### src/rtl/spe_pkg.sv
// Shared types for the sprite plot engine: FSM states, screen limits, request record.
package spe_pkg;

  localparam int SCREEN_W = 160;
  localparam int SCREEN_H = 120;
  localparam int ID_N     = 4;   // every encodable 2-bit id

  typedef enum logic [1:0] {S_IDLE, S_ERASE, S_DRAW} state_t;

  typedef struct packed {
    logic [1:0] id;
    logic [7:0] x;
    logic [7:0] y;
    logic [2:0] c;
  } req_t;

endpackage

### src/rtl/spe_if.sv
// Sprite update request handshake: transfer when req_valid && req_ready.
interface spe_if;
  logic       req_valid;
  logic       req_ready;
  logic [1:0] req_id;
  logic [7:0] req_x;
  logic [7:0] req_y;
  logic [2:0] req_c;

  modport master (output req_valid, req_id, req_x, req_y, req_c, input req_ready);
  modport slave  (input req_valid, req_id, req_x, req_y, req_c, output req_ready);
endinterface

### src/rtl/spe_req_fifo.sv
// Request FIFO holding sprite updates.
// Latency: an entry pushed at edge N is visible at the head after edge N.
// Backpressure: full blocks push; a pop on empty is ignored.
module spe_req_fifo
  import spe_pkg::*;
#(
  parameter int DEPTH = 4
) (
  input  logic clock,
  input  logic reset_n,
  input  logic push,
  input  req_t push_dat,
  output logic full,
  input  logic pop,
  output req_t pop_dat,
  output logic empty
);

  localparam int AW = $clog2(DEPTH);

  req_t          mem [DEPTH];
  logic [AW-1:0] wr_ptr, rd_ptr;
  logic [AW:0]   count;
  logic          do_push, do_pop;

  assign full    = (count == (AW+1)'(DEPTH));
  assign empty   = (count == '0);
  assign do_push = push && !full;
  assign do_pop  = pop && !empty;
  assign pop_dat = mem[rd_ptr];

  always_ff @(posedge clock) begin
    if (do_push) mem[wr_ptr] <= push_dat;
  end

  always_ff @(posedge clock or negedge reset_n) begin
    if (!reset_n) begin
      wr_ptr <= '0;
      rd_ptr <= '0;
      count  <= '0;
    end else begin
      if (do_push) wr_ptr <= wr_ptr + 1'b1;
      if (do_pop)  rd_ptr <= rd_ptr + 1'b1;
      count <= count + {{AW{1'b0}}, do_push} - {{AW{1'b0}}, do_pop};
    end
  end

endmodule

### src/rtl/sprite_plot_engine.sv
// Erases each sprite's old box and draws its new one as single-pixel adapter writes.
// Latency: accept at edge N, pop at N+1, first vga_plot after N+2. Optional macro SPE_SKIP_DUP_EN.
// Backpressure: req_ready low while the request FIFO is full.
module sprite_plot_engine
  import spe_pkg::*;
#(
  parameter int         NUM_SPRITES  = 3,
  parameter int         BOX_W        = 2,
  parameter int         FIFO_DEPTH   = 4,
  parameter logic [2:0] ERASE_COLOUR = 3'b000
) (
  input  logic       clock,
  input  logic       reset_n,
  spe_if.slave       req,
  output logic [7:0] vga_x,
  output logic [7:0] vga_y,
  output logic [2:0] vga_colour,
  output logic       vga_plot,
  output logic       busy
);

  state_t     state, state_nxt;
  req_t       head;
  logic       full, empty, pop;
  logic [1:0] w_id;
  logic [7:0] w_x, w_y;
  logic [2:0] w_c;
  logic [1:0] ci, cj;
  logic       last_px, head_known, is_dup;
  logic [7:0] base_x, base_y;
  logic [8:0] sum_x, sum_y;
  logic       in_view;

  logic [ID_N-1:0] prev_valid;
  logic [7:0]      prev_x [ID_N];
  logic [7:0]      prev_y [ID_N];

  spe_req_fifo #(.DEPTH(FIFO_DEPTH)) u_fifo (
    .clock    (clock),
    .reset_n  (reset_n),
    .push     (req.req_valid),
    .push_dat ({req.req_id, req.req_x, req.req_y, req.req_c}),
    .full     (full),
    .pop      (pop),
    .pop_dat  (head),
    .empty    (empty)
  );

  assign req.req_ready = !full;
  assign busy          = (state != S_IDLE) || !empty;
  assign head_known    = ({1'b0, head.id} < 3'(NUM_SPRITES));
  assign last_px       = (ci == 2'(BOX_W - 1)) && (cj == 2'(BOX_W - 1));

`ifdef SPE_SKIP_DUP_EN
  logic [2:0] prev_c [ID_N];
  assign is_dup = prev_valid[head.id] && (head.x == prev_x[head.id]) &&
                  (head.y == prev_y[head.id]) && (head.c == prev_c[head.id]);
  always_ff @(posedge clock or negedge reset_n) begin
    if (!reset_n) begin
      for (int k = 0; k < ID_N; k++) prev_c[k] <= '0;
    end else if (state == S_DRAW && last_px) begin
      prev_c[w_id] <= w_c;
    end
  end
`else
  assign is_dup = 1'b0;
`endif

  always_comb begin
    state_nxt = state;
    pop       = 1'b0;
    case (state)
      S_IDLE: begin
        if (!empty) begin
          pop = 1'b1;
          // Unknown ids and exact repeats are consumed without plotting
          if (!head_known || is_dup) state_nxt = S_IDLE;
          else if (prev_valid[head.id]) state_nxt = S_ERASE;
          else state_nxt = S_DRAW;
        end
      end
      S_ERASE: if (last_px) state_nxt = S_DRAW;
      S_DRAW:  if (last_px) state_nxt = S_IDLE;
      default: state_nxt = S_IDLE;
    endcase
  end

  always_ff @(posedge clock or negedge reset_n) begin
    if (!reset_n) state <= S_IDLE;
    else          state <= state_nxt;
  end

  always_ff @(posedge clock or negedge reset_n) begin
    if (!reset_n) begin
      w_id <= '0;
      w_x  <= '0;
      w_y  <= '0;
      w_c  <= '0;
      ci   <= '0;
      cj   <= '0;
    end else begin
      if (pop) begin
        w_id <= head.id;
        w_x  <= head.x;
        w_y  <= head.y;
        w_c  <= head.c;
      end
      if (pop || last_px) begin
        ci <= '0;
        cj <= '0;
      end else if (state != S_IDLE) begin
        if (ci == 2'(BOX_W - 1)) begin
          ci <= '0;
          cj <= cj + 1'b1;
        end else begin
          ci <= ci + 1'b1;
        end
      end
    end
  end

  assign base_x  = (state == S_ERASE) ? prev_x[w_id] : w_x;
  assign base_y  = (state == S_ERASE) ? prev_y[w_id] : w_y;
  assign sum_x   = {1'b0, base_x} + {7'b0, ci};
  assign sum_y   = {1'b0, base_y} + {7'b0, cj};
  // Off-screen pixels still spend their cycle, they just do not strobe
  assign in_view = (sum_x < 9'(SCREEN_W)) && (sum_y < 9'(SCREEN_H));

  always_ff @(posedge clock or negedge reset_n) begin
    if (!reset_n) begin
      vga_x      <= '0;
      vga_y      <= '0;
      vga_colour <= '0;
      vga_plot   <= 1'b0;
    end else begin
      vga_plot <= (state != S_IDLE) && in_view;
      if (state != S_IDLE) begin
        vga_x      <= sum_x[7:0];
        vga_y      <= sum_y[7:0];
        vga_colour <= (state == S_ERASE) ? ERASE_COLOUR : w_c;
      end
    end
  end

  always_ff @(posedge clock or negedge reset_n) begin
    if (!reset_n) begin
      prev_valid <= '0;
      for (int k = 0; k < ID_N; k++) begin
        prev_x[k] <= '0;
        prev_y[k] <= '0;
      end
    end else if (state == S_DRAW && last_px) begin
      prev_valid[w_id] <= 1'b1;
      prev_x[w_id]     <= w_x;
      prev_y[w_id]     <= w_y;
    end
  end

endmodule

### src/flat_wrapper.sv
// flat-port wrapper written by rule: the top's interface ports become plain ports
module sprite_plot_engine_flat import spe_pkg::*;
#(
  parameter int         NUM_SPRITES  = 3,
  parameter int         BOX_W        = 2,
  parameter int         FIFO_DEPTH   = 4,
  parameter logic [2:0] ERASE_COLOUR = 3'b000
)
  (clock, reset_n, vga_x, vga_y, vga_colour, vga_plot, busy, req_req_valid, req_req_id, req_req_x, req_req_y, req_req_c, req_req_ready);
  spe_if req_i ();
  input  logic clock;
  input  logic reset_n;
  output logic [7:0] vga_x;
  output logic [7:0] vga_y;
  output logic [2:0] vga_colour;
  output logic vga_plot;
  output logic busy;
  input wire logic [$bits(req_i.req_valid)-1:0] req_req_valid;
  input wire logic [$bits(req_i.req_id)-1:0] req_req_id;
  input wire logic [$bits(req_i.req_x)-1:0] req_req_x;
  input wire logic [$bits(req_i.req_y)-1:0] req_req_y;
  input wire logic [$bits(req_i.req_c)-1:0] req_req_c;
  output wire logic [$bits(req_i.req_ready)-1:0] req_req_ready;
  assign req_i.req_valid = req_req_valid;
  assign req_i.req_id = req_req_id;
  assign req_i.req_x = req_req_x;
  assign req_i.req_y = req_req_y;
  assign req_i.req_c = req_req_c;
  assign req_req_ready = req_i.req_ready;
  sprite_plot_engine #(.NUM_SPRITES(NUM_SPRITES), .BOX_W(BOX_W), .FIFO_DEPTH(FIFO_DEPTH), .ERASE_COLOUR(ERASE_COLOUR)) u_core (.clock(clock), .reset_n(reset_n), .req(req_i), .vga_x(vga_x), .vga_y(vga_y), .vga_colour(vga_colour), .vga_plot(vga_plot), .busy(busy));
endmodule
### config.mk
export PLATFORM = sky130hd
export DESIGN_NAME = sprite_plot_engine_flat
export DESIGN_NICKNAME = d
export VERILOG_FILES = /design/src/rtl/spe_pkg.sv /design/src/rtl/spe_if.sv /design/src/rtl/spe_req_fifo.sv /design/src/rtl/sprite_plot_engine.sv /design/src/flat_wrapper.sv
export SDC_FILE = /design/constraint.sdc
export NUM_CORES = 1
export LEC_CHECK = 0
export ABC_CLOCK_PERIOD_IN_PS = 4500
export BUFFER_PORTS_ARGS = -buffer_cell sky130_fd_sc_hd__buf_2
export CORE_ASPECT_RATIO = 1.2
export CORE_UTILIZATION = 55
export CTS_BUF_LIST = sky130_fd_sc_hd__clkbuf_16
export CTS_CLUSTER_DIAMETER = 50
export DETAILED_ROUTE_END_ITERATION = 12
export HOLD_SLACK_MARGIN = 0.03
export PLACE_DENSITY = 0.73
export SYNTH_ARGS = -nofsm -noshare
export SYNTH_HDL_FRONTEND = slang
export SYNTH_HIERARCHICAL = 1
export SYNTH_SLANG_ARGS = --single-unit
### constraint.sdc
create_clock -name clock -period 4.5 [get_ports clock]
set_clock_uncertainty 0.15 [all_clocks]
set_input_delay 0.675 -clock clock [delete_from_list [all_inputs] [get_ports clock]]
set_output_delay 0.675 -clock clock [all_outputs]
set_load 0.1 [all_outputs]
## Yosys cells after proc, flatten, opt, wreduce, memory -nomap -nowiden

Memories as Yosys holds them, arrays and structs flattened.
Index checks and enable logic that the tools add are counted.

| cells by class | value |
|---|---|
| add/sub/neg operators | 8 |
| equal/unequal tests | 8 |
| magnitude comparators | 8 |
| muxes and demuxes | 33 |
| bitwise gates (word level) | 2 |
| reductions and logical operators | 19 |

Operators by type and width:

| kind | number |
|---|---|
| bitwise mux 32 bit | 2 |
| 2-to-1 mux 8 bit | 7 |
| binary-select mux 8 bit (select 2 bit) | 2 |
| 2-to-1 mux 2 bit | 11 |
| adder 8 x 2 -> 9 bit | 2 |
| demux 8 bit (select 2 bit) | 1 |
| less-than comparator 9 x 7 -> 1 bit, second input constant | 1 |
| less-than comparator 9 x 8 -> 1 bit, second input constant | 1 |
| adder 2 x 1 -> 2 bit, second input constant | 4 |
| logical AND 1 bit | 8 |
| equality test 2 x 1 -> 1 bit, second input constant | 3 |
| less-than comparator 2 x 3 -> 1 bit, second input constant | 2 |
| 2-to-1 mux 1 bit | 6 |
| one-hot mux 2 bit (3 select lines) | 1 |
| nonzero test 2 bit | 3 |
| inequality test 2 x 1 -> 1 bit, second input constant | 2 |
| bitwise OR 4 bit | 1 |
| adder 3 x 1 -> 3 bit | 1 |
| equality test 3 bit, second input constant | 1 |
| greater-or-equal comparator 3 bit, second input constant | 1 |
| logical NOT 3 bit | 1 |
| less-than comparator 3 x 1 -> 1 bit, second input constant | 1 |
| 2-to-1 mux 3 bit | 1 |
| inverter 2 -> 3 bit | 1 |
| other kinds (12) | 14 |

| storage, ports and cells | value |
|---|---|
| memories | 1 |
| register bits | 122 |
| input port bits | 24 |
| RAM bits | 84 |

Memory list:

| name | depth | bits a word | read ports | clocked after memory_dff | write ports | line | text |
|---|---|---|---|---|---|---|---|
| u_core.u_fifo.mem | 4 | 21 | 1 | 0 | 1 | spe_req_fifo.sv:21 | `req_t mem [DEPTH];` |

## Depth between registers and ports, before layout

| depth | value |
|---|---|
| word-level depth | 9 |
| depth in mapped cells | 13 |

## By module

Netlist, hierarchy kept.

Modules (own cells, without submodules):

| module | cells an instance | instances | area an instance (µm²) |
|---|---|---|---|
| sprite_plot_engine | 431 | 1 | 5582.9 |
| spe_req_fifo | 151 | 1 | 3537.1 |

## Least setup slack after synthesis

Ideal clock, no wire load.

| path | value |
|---|---|
| path kind | reg-to-reg |
| from | register u_core.w_id[0] |
| to | register u_core.vga_plot |
| buffers on the path | 4 |
| setup slack | 1.479 ns |
| arrival | 2.760 ns |
| cell stages (with the launch flop) | 13 |
| library setup time | 0.111 ns |
| period minus slack after synthesis | 3.021 ns |
| required time | 4.239 ns |
| cells stage by stage | dfrtp_1 > buf_6 > buf_12 > buf_2 > mux4_2 > nand2_1 > nand2_1 > ha_1 > fa_1 > clkbuf_1 > nor2_1 > a41oi_1 > a2111oi_2 |

| on the way | value |
|---|---|
| cells in the longest elaborated chain, start to end | 9 |
| elaborated cells between the ends (all ways) | 15 |
| those cells by class | add/sub (2); order compare (2); mux (8); bitwise (1); reduce/logical (2) |

RTL lines:

| what | line | text |
|---|---|---|
| from (decl) | sprite_plot_engine.sv:25 | `logic [1:0] w_id;` |
| from (signal assigned) | sprite_plot_engine.sv:103 | `w_id <= head.id;` |
| inverter 2 -> 3 bit (implied by the code) (*) | sprite_plot_engine.sv:122, sprite_plot_engine.sv:123 |  |
| binary-select mux 8 bit (select 2 bit), on equally long branches | sprite_plot_engine.sv:122, sprite_plot_engine.sv:123 |  |
| 2-to-1 mux 8 bit, on equally long branches (3 in series) | sprite_plot_engine.sv:122, sprite_plot_engine.sv:123 |  |
| adder 8 x 2 -> 9 bit, on equally long branches | sprite_plot_engine.sv:124, sprite_plot_engine.sv:125 |  |
| less-than comparator 9 x 8 -> 1 bit or less-than comparator 9 x 7 -> 1 bit (tied branches) | sprite_plot_engine.sv:127 | `assign in_view = (sum_x < 9'(SCREEN_W)) && (sum_y < 9'(SCREEN_H));` |
| logical AND 1 bit (*) | sprite_plot_engine.sv:127 |  |
| logical AND 1 bit (*) | sprite_plot_engine.sv:136 | `vga_plot <= (state != S_IDLE) && in_view;` |
| to (signal assigned) | sprite_plot_engine.sv:136 |  |
| to (decl) | sprite_plot_engine.sv:18 | `output logic vga_plot,` |

Every way passes the cells marked *; elsewhere a longest branch is shown, timed or not. The select of a mux whose other input is x is not followed.
A chain may end at the register's enable or synchronous reset.

## Worst setup path after layout

Ends and elaborated chain as after synthesis.

==> impl_metrics.env <==
export IMPL_outcome="completed"
export IMPL_numCtsBuffers=22
export IMPL_grt_pass1_wl_mm=27.6
export IMPL_ir_drop_uv=447
export IMPL_slew_violations=0
export IMPL_worst_pin_slew_ps=1140
export IMPL_fmax_mhz=293
export IMPL_cts_htree_levels=1
export IMPL_hp_class="in -> async"
export IMPL_grt_antenna_before_repair=0
export IMPL_netlist_area_um2=9120
export IMPL_die_h_um=143
export IMPL_worst_setup_path_end_kind="flip-flop"
export IMPL_routed_via_density=5.81
export IMPL_synth_most_common_cell="dfrtp_1"
export IMPL_post_place_ws_ps=1100
export IMPL_crit_path_max_incr_delay_ps=990
export IMPL_path_delay_family="flip-flops"
export IMPL_cellLeakagePower_nw=4.11
export IMPL_cts_root_buf="clkbuf_16"
export IMPL_max_slew_margin_pct=23.4
export IMPL_track_usage_pct=20.7
export IMPL_dr_pass1_iters=5
export IMPL_cp_arrival_ps=3650
export IMPL_setup_violations=0
export IMPL_crit_top_cell="a21oi_1"
export IMPL_remaining_drc_errors=0
export IMPL_syn_num_nets=620
export IMPL_clk_path_buf_depth=3
export IMPL_cp_num_buf_inv=1
export IMPL_vias=5008
export IMPL_cp_cell_sequence="mux4_2, nand2_1, and2_1, inv_1, ha_1, a21oi_1, a21oi_1, nand4_1, a221o_1, a2111oi_2"
export IMPL_cts_tree="built"
export IMPL_synth_commonest_cells="dfrtp_1 (122), mux2_2 (90), edfxtp_1 (84)"
export IMPL_cp_start_kind="flip-flop"
export IMPL_holdWs_ps=135
export IMPL_fin_nets=672
export IMPL_grt_start_max_net_pins=69
export IMPL_antenna_left=0
export IMPL_cts_hold_buf=0
export IMPL_clk_latency_ps=500
export IMPL_yosysSeqAreaShare_pct=61.1
export IMPL_clk_pin_slew_ps=60
export IMPL_netlist_instances=582
export IMPL_path_class="reg -> reg"
export IMPL_overflow=0
export IMPL_p_total_mw=7.95
export IMPL_cts_sinks=206
export IMPL_grt_setup_unrepaired="false"
export IMPL_crit_fanout=20
export IMPL_cpMaxStageDelayCell="dfrtp_1"
export IMPL_row_count=51
export IMPL_postSynthAreaPerCell_um2=15.7
export IMPL_synthToLayoutAreaGrowth_pct=11.5
export IMPL_pwr_density_cell_nw_per_um2=781
export IMPL_yosys_warnings=6
export IMPL_port_buffers=45
export IMPL_cap_violations=0
export IMPL_required_ps=4730
export IMPL_io_pins=46
export IMPL_finalWorstSetupSlack_ps=1080
export IMPL_drt_iter0_drc=244
export IMPL_place_hpwl_mm=11.0
export IMPL_gp_congestion=0.879
export IMPL_num_antenna_cells=0
export IMPL_synth_edf_count=84
export IMPL_drt_total_wl_mm=16.7
export IMPL_start_util_pct=56.3
export IMPL_synth_top_cell_area_share_pct=33.5
export IMPL_cts_setup_buffers=0
export IMPL_synthTopCellsByArea="dfrtp_1 (33%), edfxtp_1 (28%), mux2_2 (11%), mux4_2 (6.9%), mux4_1 (2.9%)"
export IMPL_postCtsResizedCells=0
export IMPL_die_w_um=120
export IMPL_synth_area_leader_cell="dfrtp_1"
export IMPL_dieArea_um2=17100
export IMPL_ys_async_sr_fraction_pct=59.2
export IMPL_layout_drive_gt1_share_pct=33.1
export IMPL_fin_crit_sh_pct=76.0
export IMPL_wl_per_cell_um=19.4
export IMPL_synthDistinctLibCells=55
export IMPL_final_hold_viol_count=0
export IMPL_grt_pass1_vias=5336
export IMPL_min_period_ps=3420
export IMPL_coreArea_um2=16200
export IMPL_finalSetupTns_ps=0
export IMPL_synth_main_ff_cell="dfrtp_1"
export IMPL_ys_ff_latch=206
## per-layer routing
layer,wire length [um],up-vias,GRT usage (%)
li1,-,2294,-
met1,7210,2571,26.8
met2,8460,118,35.8
met3,769,25,3.55
met4,279,0,6.71
met5,0,-,0
## registers in the layout, summed over array words and instances, names as in the netlist
| signal | flops |
|---|---|
| u_core/u_fifo/mem | 84 |
| u_core/vga_plot | 1 |
| u_core/vga_y | 8 |
| u_core/w_c | 3 |
| u_core/vga_colour | 3 |
| u_core/cj | 2 |
| u_core/ci | 2 |
| u_core/prev_valid | 4 |
| u_core/prev_y | 32 |
| u_core/w_y | 8 |
| u_core/prev_x | 32 |
| u_core/w_id | 2 |
| u_core/w_x | 8 |
| u_core/u_fifo/rd_ptr | 2 |
| u_core/vga_x | 8 |
| u_core/state | 2 |
| u_core/u_fifo/wr_ptr | 2 |
| u_core/u_fifo/count | 3 |
## area by class of cell
type / instances / area (um2)
Clock inverter: 17 / 80.1
Fill cell: 1233 / 6040
Timing Repair Buffer: 55 / 303
Inverter: 14 / 52.6
Tap cell: 212 / 265
Sequential cell: 206 / 5580
Clock buffer: 23 / 576
Multi-Input combinational cell: 335 / 3320
## layout by cell type (no fill, tap or decap), types with 7 or more instances in the layout
cell	n
o21ai_0	17
clkbuf_16	23
inv_1	21
ha_1	11
nand3_1	11
mux4_1	10
mux2_2	90
xnor2_1	14
nor2_1	9
a21oi_1	10
mux4_2	28
buf_4	11
edfxtp_1	84
nand2_1	55
mux2i_1	7
buf_2	44
dfrtp_1	122
## cell families (layout without fill, tap and decap cells)
logic type / count (synthesis) / count (layout) / share of synthesized area, %
multiplexers: 140 / 140 / 22.5
XOR/XNOR: 15 / 15 / 1.44
adder cells (fa/ha/maj): 14 / 14 / 2.17
buffers and inverters: 41 / 109 / 2.58
AO/OA/AOI/OAI: 51 / 51 / 3.68
flip-flops: 206 / 206 / 61.1
AND/OR/NAND/NOR: 115 / 115 / 6.53
## where the power goes
part           switching (mW)  leakage, nW  internal (mW)
clock network           0.688        0.350          0.924
registers               0.608         2.26           2.65
logic                    1.77         1.49           1.31
## metrics by stage
step	instances	util [%]	instance area, um2
floorplan	582	-	9120
global placement	822	58.7	9520
detailed placement	822	58.7	9520
CTS	862	62.8	10200
global route	862	62.8	10200
finish	862	62.8	10200
## worst paths after layout
check	start	to	cells past startpoint	slack (ps)
worst max-delay path	u_core/w_id[0]	u_core/vga_plot	10	1080
worst min-delay path	reset_n	u_core/vga_y[6]	1	130
worst max register to register	u_core/w_id[0]	u_core/vga_plot	10	1080
worst min register to register	u_core/prev_valid[2]	u_core/prev_valid[2]	1	310
max in group asynchronous	reset_n	u_core/prev_x[23]	2	3080
min in group clock	req_req_x[7]	u_core/u_fifo/mem[3][18]	1	240
Power figures use the tool's default switching activity.
